File: config.mk
export PLATFORM = sky130hd
export DESIGN_NAME = seq_multdiv_unit
export DESIGN_NICKNAME = d
export VERILOG_FILES = /design/src/rtl/seq_multdiv_unit_pkg.sv /design/src/rtl/seq_multdiv_unit_addsub33.sv /design/src/rtl/seq_multdiv_unit.sv
export SDC_FILE = /design/constraint.sdc
export NUM_CORES = 1
export LEC_CHECK = 0
export CAP_MARGIN = 20
export CORE_MARGIN = 3
export CORE_UTILIZATION = 40
export CTS_CLUSTER_SIZE = 40
export DETAILED_ROUTE_END_ITERATION = 8
export PLACE_DENSITY = 0.66
export REMOVE_ABC_BUFFERS = 1
export SLEW_MARGIN = 20
export SYNTH_ARGS = -nofsm -noshare
export SYNTH_HDL_FRONTEND = slang
export SYNTH_SLANG_ARGS = --single-unit
File: constraint.sdc
create_clock -name clock -period 4.92 [get_ports clock]
set_clock_uncertainty 0.2 [all_clocks]
set_input_delay 1.23 -clock clock [delete_from_list [all_inputs] [get_ports clock]]
set_output_delay 1.23 -clock clock [all_outputs]
set_load 0.02 [all_outputs]
File: src/rtl/seq_multdiv_unit_pkg.sv
// Shared definitions for the iterative signed multiply/divide unit:
// FSM encodings, iteration counts, $rstatus exception codes and helpers.
package seq_multdiv_unit_pkg;

   typedef enum logic [1:0] {
      IDLE = 2'd0,
      MULT = 2'd1,
      DIV  = 2'd2,
      DONE = 2'd3
   } md_state_e;

   localparam int ALU_W          = 33;
   localparam int MULT_STEPS_DEF = 16;
   localparam int DIV_STEPS_DEF  = 32;

   localparam logic [3:0] EXC_CODE_MUL = 4'd4;
   localparam logic [3:0] EXC_CODE_DIV = 4'd5;

   // Two's-complement magnitude; 0x80000000 maps to itself, read as unsigned 2^31.
   function automatic logic [31:0] mag32(input logic [31:0] v);
      return v[31] ? (~v + 32'd1) : v;
   endfunction

endpackage

File: src/rtl/seq_multdiv_unit_addsub33.sv
// 33-bit adder/subtractor shared by the Booth multiply and non-restoring divide paths.
// ovf_o flags signed overflow so callers can recover the true 34-bit sign.
module seq_multdiv_unit_addsub33
   import seq_multdiv_unit_pkg::*;
(
   input  logic [ALU_W-1:0] a_i,
   input  logic [ALU_W-1:0] b_i,
   input  logic             sub_i,
   output logic [ALU_W-1:0] sum_o,
   output logic             ovf_o
);

   logic [ALU_W-1:0] b_eff;

   assign b_eff = b_i ^ {ALU_W{sub_i}};
   assign sum_o = a_i + b_eff + {{(ALU_W-1){1'b0}}, sub_i};
   assign ovf_o = (a_i[ALU_W-1] == b_eff[ALU_W-1]) && (sum_o[ALU_W-1] != a_i[ALU_W-1]);

endmodule

File: src/rtl/seq_multdiv_unit.sv
// Iterative 32-bit signed multiply (radix-4 Booth) / divide (non-restoring) unit.
// One start pulse launches an op; data_resultRDY strobes for one cycle on completion.
module seq_multdiv_unit
   import seq_multdiv_unit_pkg::*;
#(
   parameter int WIDTH      = 32,
   parameter int MULT_STEPS = MULT_STEPS_DEF,
   parameter int DIV_STEPS  = DIV_STEPS_DEF
) (
   input  logic             clock,
   input  logic             reset,
   input  logic             ctrl_MULT,
   input  logic             ctrl_DIV,
   input  logic [WIDTH-1:0] data_operandA,
   input  logic [WIDTH-1:0] data_operandB,
   output logic [WIDTH-1:0] data_result,
   output logic             data_exception,
   output logic             data_resultRDY
);

   localparam logic [5:0] MULT_LAST = 6'(MULT_STEPS - 1);
   localparam logic [5:0] DIV_LAST  = 6'(DIV_STEPS - 1);

   md_state_e   state_q, state_d;
   logic [5:0]  cnt_q, cnt_d;
   logic [32:0] acc_q, acc_d;      // Booth P, or divide remainder
   logic [31:0] lo_q, lo_d;        // Booth Q, or dividend shifting into quotient
   logic [32:0] opnd_q, opnd_d;    // sign-extended multiplicand, or |divisor|
   logic        qm1_q, qm1_d;
   logic        neg_q, neg_d;
   logic        dovf_q, dovf_d;
   logic [31:0] res_q, res_d;
   logic        exc_q, exc_d;

   logic [32:0] add_a, add_b, add_sum;
   logic        add_sub, add_ovf;
   logic [2:0]  booth;
   logic        sign34;
   logic [32:0] mul_acc, prod_hi;
   logic [31:0] mul_lo, div_lo, quot;
   logic        mul_ovf;

   seq_multdiv_unit_addsub33 u_addsub (
      .a_i   (add_a),
      .b_i   (add_b),
      .sub_i (add_sub),
      .sum_o (add_sum),
      .ovf_o (add_ovf)
   );

   always_comb begin
      booth   = {lo_q[1:0], qm1_q};
      add_a   = acc_q;
      add_b   = '0;
      add_sub = 1'b0;
      if (state_q == DIV) begin
         add_a   = {acc_q[31:0], lo_q[31]};
         add_b   = opnd_q;
         add_sub = ~acc_q[32];
      end else begin
         case (booth)
            3'b001, 3'b010: add_b = opnd_q;
            3'b011:         add_b = {opnd_q[31:0], 1'b0};
            3'b100: begin
               add_b   = {opnd_q[31:0], 1'b0};
               add_sub = 1'b1;
            end
            3'b101, 3'b110: begin
               add_b   = opnd_q;
               add_sub = 1'b1;
            end
            default: add_b = '0;
         endcase
      end
   end

   // P +/- 2M can exceed 33 bits; the overflow flag restores the true sign for the shift.
   assign sign34  = add_sum[32] ^ add_ovf;
   assign mul_acc = {sign34, sign34, add_sum[32:2]};
   assign mul_lo  = {add_sum[1:0], lo_q[31:2]};
   assign prod_hi = {mul_acc[31:0], mul_lo[31]};
   assign mul_ovf = ~((prod_hi == '0) | (prod_hi == '1));
   assign div_lo  = {lo_q[30:0], ~add_sum[32]};
   assign quot    = neg_q ? (~div_lo + 32'd1) : div_lo;

   always_comb begin
      state_d = state_q;
      cnt_d   = cnt_q;
      acc_d   = acc_q;
      lo_d    = lo_q;
      opnd_d  = opnd_q;
      qm1_d   = qm1_q;
      neg_d   = neg_q;
      dovf_d  = dovf_q;
      res_d   = res_q;
      exc_d   = exc_q;
      if (ctrl_MULT || ctrl_DIV) begin
         cnt_d  = '0;
         acc_d  = '0;
         qm1_d  = 1'b0;
         neg_d  = data_operandA[31] ^ data_operandB[31];
         dovf_d = (data_operandA == 32'h8000_0000) && (data_operandB == 32'hFFFF_FFFF);
         if (ctrl_MULT) begin
            state_d = MULT;
            opnd_d  = {data_operandA[31], data_operandA};
            lo_d    = data_operandB;
         end else if (data_operandB == '0) begin
            state_d = DONE;
            res_d   = '0;
            exc_d   = 1'b1;
         end else begin
            state_d = DIV;
            opnd_d  = {1'b0, mag32(data_operandB)};
            lo_d    = mag32(data_operandA);
         end
      end else begin
         case (state_q)
            MULT: begin
               acc_d = mul_acc;
               lo_d  = mul_lo;
               qm1_d = lo_q[1];
               cnt_d = cnt_q + 6'd1;
               if (cnt_q == MULT_LAST) begin
                  state_d = DONE;
                  res_d   = mul_lo;
                  exc_d   = mul_ovf;
               end
            end
            DIV: begin
               acc_d = add_sum;
               lo_d  = div_lo;
               cnt_d = cnt_q + 6'd1;
               if (cnt_q == DIV_LAST) begin
                  state_d = DONE;
                  res_d   = quot;
                  exc_d   = dovf_q;
               end
            end
            DONE:    state_d = IDLE;
            default: state_d = IDLE;
         endcase
      end
   end

   always_ff @(posedge clock) begin
      if (reset) begin
         state_q <= IDLE;
         cnt_q   <= '0;
         res_q   <= '0;
         exc_q   <= 1'b0;
      end else begin
         state_q <= state_d;
         cnt_q   <= cnt_d;
         res_q   <= res_d;
         exc_q   <= exc_d;
      end
      acc_q  <= acc_d;
      lo_q   <= lo_d;
      opnd_q <= opnd_d;
      qm1_q  <= qm1_d;
      neg_q  <= neg_d;
      dovf_q <= dovf_d;
   end

   assign data_result    = res_q;
   assign data_exception = exc_q;
   assign data_resultRDY = (state_q == DONE);

endmodule

==> reports/qor.yml, run 1 <==
outcome: "finished clean"
yosys.area_share.simple_pct: 20.9
synth_top_family_by_area: "compound AO/OA/AOI/OAI gates"
antenna_cells: 0
synth_top_cell_by_area: "edfxtp_1"
ys_top_cells_by_area: "edfxtp_1 (17%), dfxtp_1 (12%), xnor2_1 (6.5%)"
synthMuxAreaShare_pct: 6.36
netlist_area_um2: 12000
power.density_nw_per_um2: 364
place.gp.congestion: 0.964
drc: 0
grt_max_degree: 102
fin_crit_sh_pct: 99.3
synth_cell_types: 83
place_ws_ps: -55.9
holdWs_ps: 253
syn_to_final_growth_pct: 25.3
p_sw_mw: 2.31
setup_viol: 0
yosys.area_share.xor_xnor_pct: 11.0
port_buffers: 101
vdd_drop_max_v: 0.000265
worstHoldPathType: "reg2reg"
synth_compound_area_share_pct: 23.5
ios: 102
worst_slack_ps: 34.4
synth.top_cell.area_share_pct: 16.7
synth_adder_area_share_pct: 4.72
synthArstFlopShare_pct: 0
worst_pin_slew_ps: 928
crit_required_ps: 5030
regArea_um2: 3510
fmax_mhz: 205
syn_inst: 1509
endpoint_kind: "flip-flop"
p_seq_share_pct: 27.0
p_leak_nw: 5.64
dp.cells: 2010
grt_pass1_vias: 11788
multiInputGateArea_um2: 8320
slew_headroom_pct: 38.1
die_w_um: 179
cts_tree: "done"
clock_path_buffers: 2
fp.coreArea_um2: 29200
critPathArrivalTime_ps: 5000
ant_nets: 0
die_h_um: 179
clkPwrFrac_pct: 23.7
num_rows: 62
path_clk_slew_ps: 70
min_period_ps: 4890
htree_levels: 4
wl_um: 41800
ctsHoldBuffers: 0
vias: 12335
path_class: "reg2reg"
path_max_fanout: 8
finalHoldViolations: 0
stdcell_count: 2052
start_kind: "flip-flop"
drive_gt1_share_pct: 16.6
num-nets-final: 1767
num-fill-cells: 2777
antenna_found_initial: 0
post-route-cell-area_um2: 15100
ys_seq_area_share_pct: 29.2
p_comb_share_pct: 49.3
p_sw_share_pct: 42.0
start_util_pct: 41.3
max_cap_viol_count: 0
setup-tns-final_ps: 0
dieArea_um2: 32200
dr.pass1.iters: 5
total_power_mw: 5.49
synth_area_per_cell_um2: 7.98
post-route-util_pct: 51.7
avgRoutedWirePerCell_um: 20.4
gr-total-overflow: 0
synth-edff-count: 67
grt_setup_unrepaired: "yes"
drv_slew: 0
ys_ff_latch: 142
cts_sinks: 142
grtUsageTotal_pct: 24.5
cts-root-buf: "clkbuf_16"
dp_hpwl_um: 30600
insertion_delay_ps: 430
ys.flop_type: "dfxtp_1"
numCtsBuffers: 17
dpl_cell_area_um2: 14100
internal_power_mw: 3.18
initialDrtViolationCount: 1362
grt_first_pass_wirelength_um: 64800
yosys_warnings: 0
viasPerCell: 6.01
cell usage after synthesis, drive strengths merged, types with 16 or more instances:
cell type  number
nand2         172
nor2          141
o21ai         141
a21oi         119
xnor2          91
clkbuf         86
dfxtp          75
edfxtp         67
xor2           60
ha             43
a22oi          42
mux2           36
mux2i          36
nor3           34
o31ai          31
inv            30
or3            25
nand4          24
nand3          19
buf            18
nor2b          17
nor4           16
layout make-up:
class                   instances  area share, %
flip-flops and latches        142           23.3
inverters                      30          0.747
repair buffers                231           13.8
clock buffers                  19           3.01
multi-input cells            1233           55.2
well taps                     384           3.19
clock inverters                13          0.788
cells in the final DEF, fill, tap and decap left out, drive strengths merged, types with 6 or more instances in the layout:
cell,synthesis,layout
o211ai,15,15
dfxtp,75,75
nand4,24,24
or3,25,25
ha,43,43
nand3,19,19
a211oi,12,12
mux2,36,36
o41ai,14,14
clkbuf,86,21
and3,10,10
clkdlybuf4s50,0,98
nand2,172,172
buf,18,131
edfxtp,67,67
nor2b,17,17
nor2,141,141
xnor2,91,91
xor2,60,60
a31oi,7,7
mux2i,36,36
o21a,6,6
a21oi,119,119
inv,30,38
or4,11,11
nand2b,11,11
nor3,34,34
a22oi,42,42
o31ai,31,31
nor4,16,16
o21ai,141,141
a21o,14,14
final timing paths:
check	from	to	slack, ps	cells past startpoint
setup / recovery	lo_q[0]	data_exception	30	20
hold / removal	data_result[20]	data_result[20]	250	2
setup reg to reg	lo_q[0]	data_exception	30	20
hold reg to reg	data_result[20]	data_result[20]	250	2
metal layers:
metal / track usage, % / share of wire [%]
met5: 0 / 0
met4: 7.24 / 2.2
met3: 3.48 / 7.3
met2: 38.2 / 45
met1: 35.4 / 45
power groups by stage:
stage               registers [mW]  clock network, mW  logic (mW)
floorplan                     1.46                  0        1.55
CTS                           1.49               1.31        2.47
detailed placement            1.51                  0        2.45
global route                  1.50               1.37        2.93
finish                        1.49               1.30        2.71
global placement              1.51                  0        2.43
sequential cells by signal, indices dropped and copies added, names as in the netlist:
name,count
acc_q,33
cnt_q,6
qm1_q,1
opnd_q,33
neg_q,1
data_exception,1
data_result,32
lo_q,32
state_q,2
dovf_q,1
timing repair:
action | CTS | global route
pin swaps | 0 | 20
gates resized for setup | 1 | 63
setup buffers | 0 | 7
gates cloned | 0 | 2
setup endpoints to repair | 2 | 36
critical path: stages (launching register included):
cell	delay, ps
edfxtp_1	440
buf_4	160
ha_1	170
o31ai_1	200
buf_4	170
o21ai_4	60
buf_4	140
buf_12	140
xnor2_2	130
ha_1	290
buf_4	130
and4_1	250
and3_1	190
a32oi_2	190
o31ai_4	350
a211oi_1	160
o31a_1	340
xnor2_1	400
nand4_1	240
nor4_2	320
nor3_1	80
cells by family (layout without fill, tap and decap cells):
kind of cell,Yosys count,in the layout
adder cells (fa/ha/maj),45,45
multiplexers,72,72
flip-flops,142,142
XOR/XNOR,151,151
buffers and inverters,134,293
AO/OA/AOI/OAI,447,447
AND/OR/NAND/NOR,518,518
No activity file was read; power rests on OpenSTA's default activity.
==> run 2: changes to the inputs <==
- PLACE_DENSITY: 0.66 -> 0.64
- SKIP_CTS_REPAIR_TIMING: default -> 1
- clock period: 4.92 -> 5.47 ns (I/O delays scaled with it)
==> run 2 against run 1 <==
  * Non-clock buffer count is 67 lower
  * Total power shrank 14%
  * Flip-flop and latch count did not move
  * Worst hold slack better by 2.9 ps
==> reports/qor.yml, run 2 (synthesis results as in run 1) <==
clkPwrFrac_pct: 27.0  # +3.3 points
holdWs_ps: 256  # +2.93 ps
antenna_cells: 0  # unchanged
ios: 102  # unchanged
num-nets-final: 1700  # -3.8%
num_rows: 62  # unchanged
die_w_um: 179  # unchanged
vdd_drop_max_v: 0.000241  # -9.2%
path_max_fanout: 22  # +14
p_leak_nw: 5.25  # -6.8%
p_comb_share_pct: 44.9  # -4.4 points
clock_path_buffers: 2  # unchanged
antenna_found_initial: 0  # unchanged
gr-total-overflow: 0  # unchanged
cts-root-buf: "clkbuf_16"
fp.coreArea_um2: 29200  # unchanged
htree_levels: 4  # unchanged
numCtsBuffers: 17  # unchanged
p_sw_mw: 1.91  # -17%
worstHoldPathType: "reg2reg"
total_power_mw: 4.75  # -14%
met2_usage_pct: 37.6  # -0.61 points
cts_sinks: 142  # unchanged
worst_pin_slew_ps: 883  # -45.2 ps
cts_tree: "done"
drive_gt1_share_pct: 10.9  # -5.7 points
grtUsageMet3_pct: 2.59  # -0.89 points
met1_usage_pct: 34.6  # -0.82 points
fin_crit_sh_pct: 94.2  # -5.1 points
initialDrtViolationCount: 1186  # -13%
grtUsageTotal_pct: 23.7  # -0.82 points
reg_top3: "acc_q x33, opnd_q x33"
p_seq_share_pct: 28.1  # +1.1 points
start_kind: "flip-flop"
busiest_layer: "met2"
mostFrequentLayoutCells: "nand2_1 (171), nor2_1 (139), a21oi_1 (118)"
insertion_delay_ps: 430  # about the same
endpoint_kind: "flip-flop"
outcome: "finished clean"
grt_pass1_vias: 11176  # -5.2%
start_util_pct: 41.3  # unchanged
vias: 11947  # -3.1%
drv_slew: 0  # unchanged
slew_headroom_pct: 41.0  # +2.8 points
fmax_mhz: 194  # -5.2%
avgRoutedWirePerCell_um: 19.9  # -2.5%
grt_first_pass_wirelength_um: 62800  # -3.0%
syn_to_final_growth_pct: 19.0
grt_setup_unrepaired: "yes"
internal_power_mw: 2.84  # -11%
critPathArrivalTime_ps: 5310  # +310 ps
place.gp.congestion: 0.955  # -0.93%
dr.pass1.iters: 6  # +1
wl_um: 39400  # -5.7%
grt_max_degree: 79  # -23%
path_clk_slew_ps: 80  # about the same
dp_hpwl_um: 29200  # -4.6%
p_sw_share_pct: 40.2  # -1.8 points
num-fill-cells: 2842  # +2.3%
min_period_ps: 5150  # +266 ps
finalHoldViolations: 0  # unchanged
crit_required_ps: 5630  # +600 ps
power.density_nw_per_um2: 331  # -9.0%
ant_nets: 0  # unchanged
max_cap_viol_count: 0  # unchanged
die_h_um: 179  # unchanged
path_class: "reg2reg"
drc: 0  # unchanged
port_buffers: 101  # unchanged
viasPerCell: 6.02  # +0.12%
setup_viol: 0  # unchanged
dieArea_um2: 32200  # unchanged
setup-tns-final_ps: 0  # unchanged
final_common_cell: "nand2_1"
-- run 2: layer usage --
metal	share of wire [%]	routed length, um	vias up
li1	-	-	5669
met1	46	18300	5749
met2	45	17800	478
met3	6.7	2640	51
met4	1.7	673	0
met5	0	0	-
-- run 2: power by group through the flow --
stage	Combinational [mW]	Clock (mW)	Sequential, mW
2_1_floorplan	1.39	0	1.31
3_3_place_gp	2.04	0	1.36
3_5_place_dp	2.05	0	1.36
4_1_cts	2.07	1.29	1.34
5_1_grt	2.34	1.34	1.35
6_report	2.13	1.28	1.34
-- run 2: path summary, 6_finish.rpt --
check,from,end,slack [ps],cells after the start
worst max-delay path,lo_q[0],data_result[18],320,20
worst min-delay path,data_result[4],data_result[4],260,2
worst max register to register,lo_q[0],data_result[18],320,20
worst min register to register,data_result[4],data_result[4],260,2
-- run 2: stage by stage --
step	cell area, um2	instances	setup slack [ps]	utilization [%]
final	14300	1985	319	49.1
after global routing	14300	1985	-12.7	49.1
after CTS	14200	1972	-64.7	48.6
after detailed placement	13500	1940	1.26	46.4
after global placement	13500	1940	136	46.4
after floorplan	11600	1405	-4430	-
-- run 2: area by class of cell --
class | count | area (um2) | area share [%]
multi-input cells | 1233 | 8090 | 56.5
flip-flops and latches | 142 | 3510 | 24.5
repair buffers | 164 | 1490 | 10.4
clock buffers | 22 | 518 | 3.62
well taps | 384 | 480 | 3.35
clock inverters | 10 | 121 | 0.847
inverters | 30 | 113 | 0.786
-- run 2: critical path, cell delays in order, from the launching register on --
cell and delay [ps]:
edfxtp_1 470, inv_2 160, ha_1 280, or2_4 320, buf_4 240, a22oi_1 220, xnor2_1 100, ha_1 410
nand4_1 190, or3_1 470, o31ai_4 320, a21oi_2 130, xnor2_2 180, inv_2 80, ha_2 250, nand4_1 260
buf_4 240, o21ai_0 200, xnor2_1 140, a21oi_1 80, o21ai_0 160
==> run 3: changes to the inputs <==
- CAP_MARGIN: 20 -> default
==> results of run 3 <==
Final layout, timing and power as in run 2 (identical DEF).
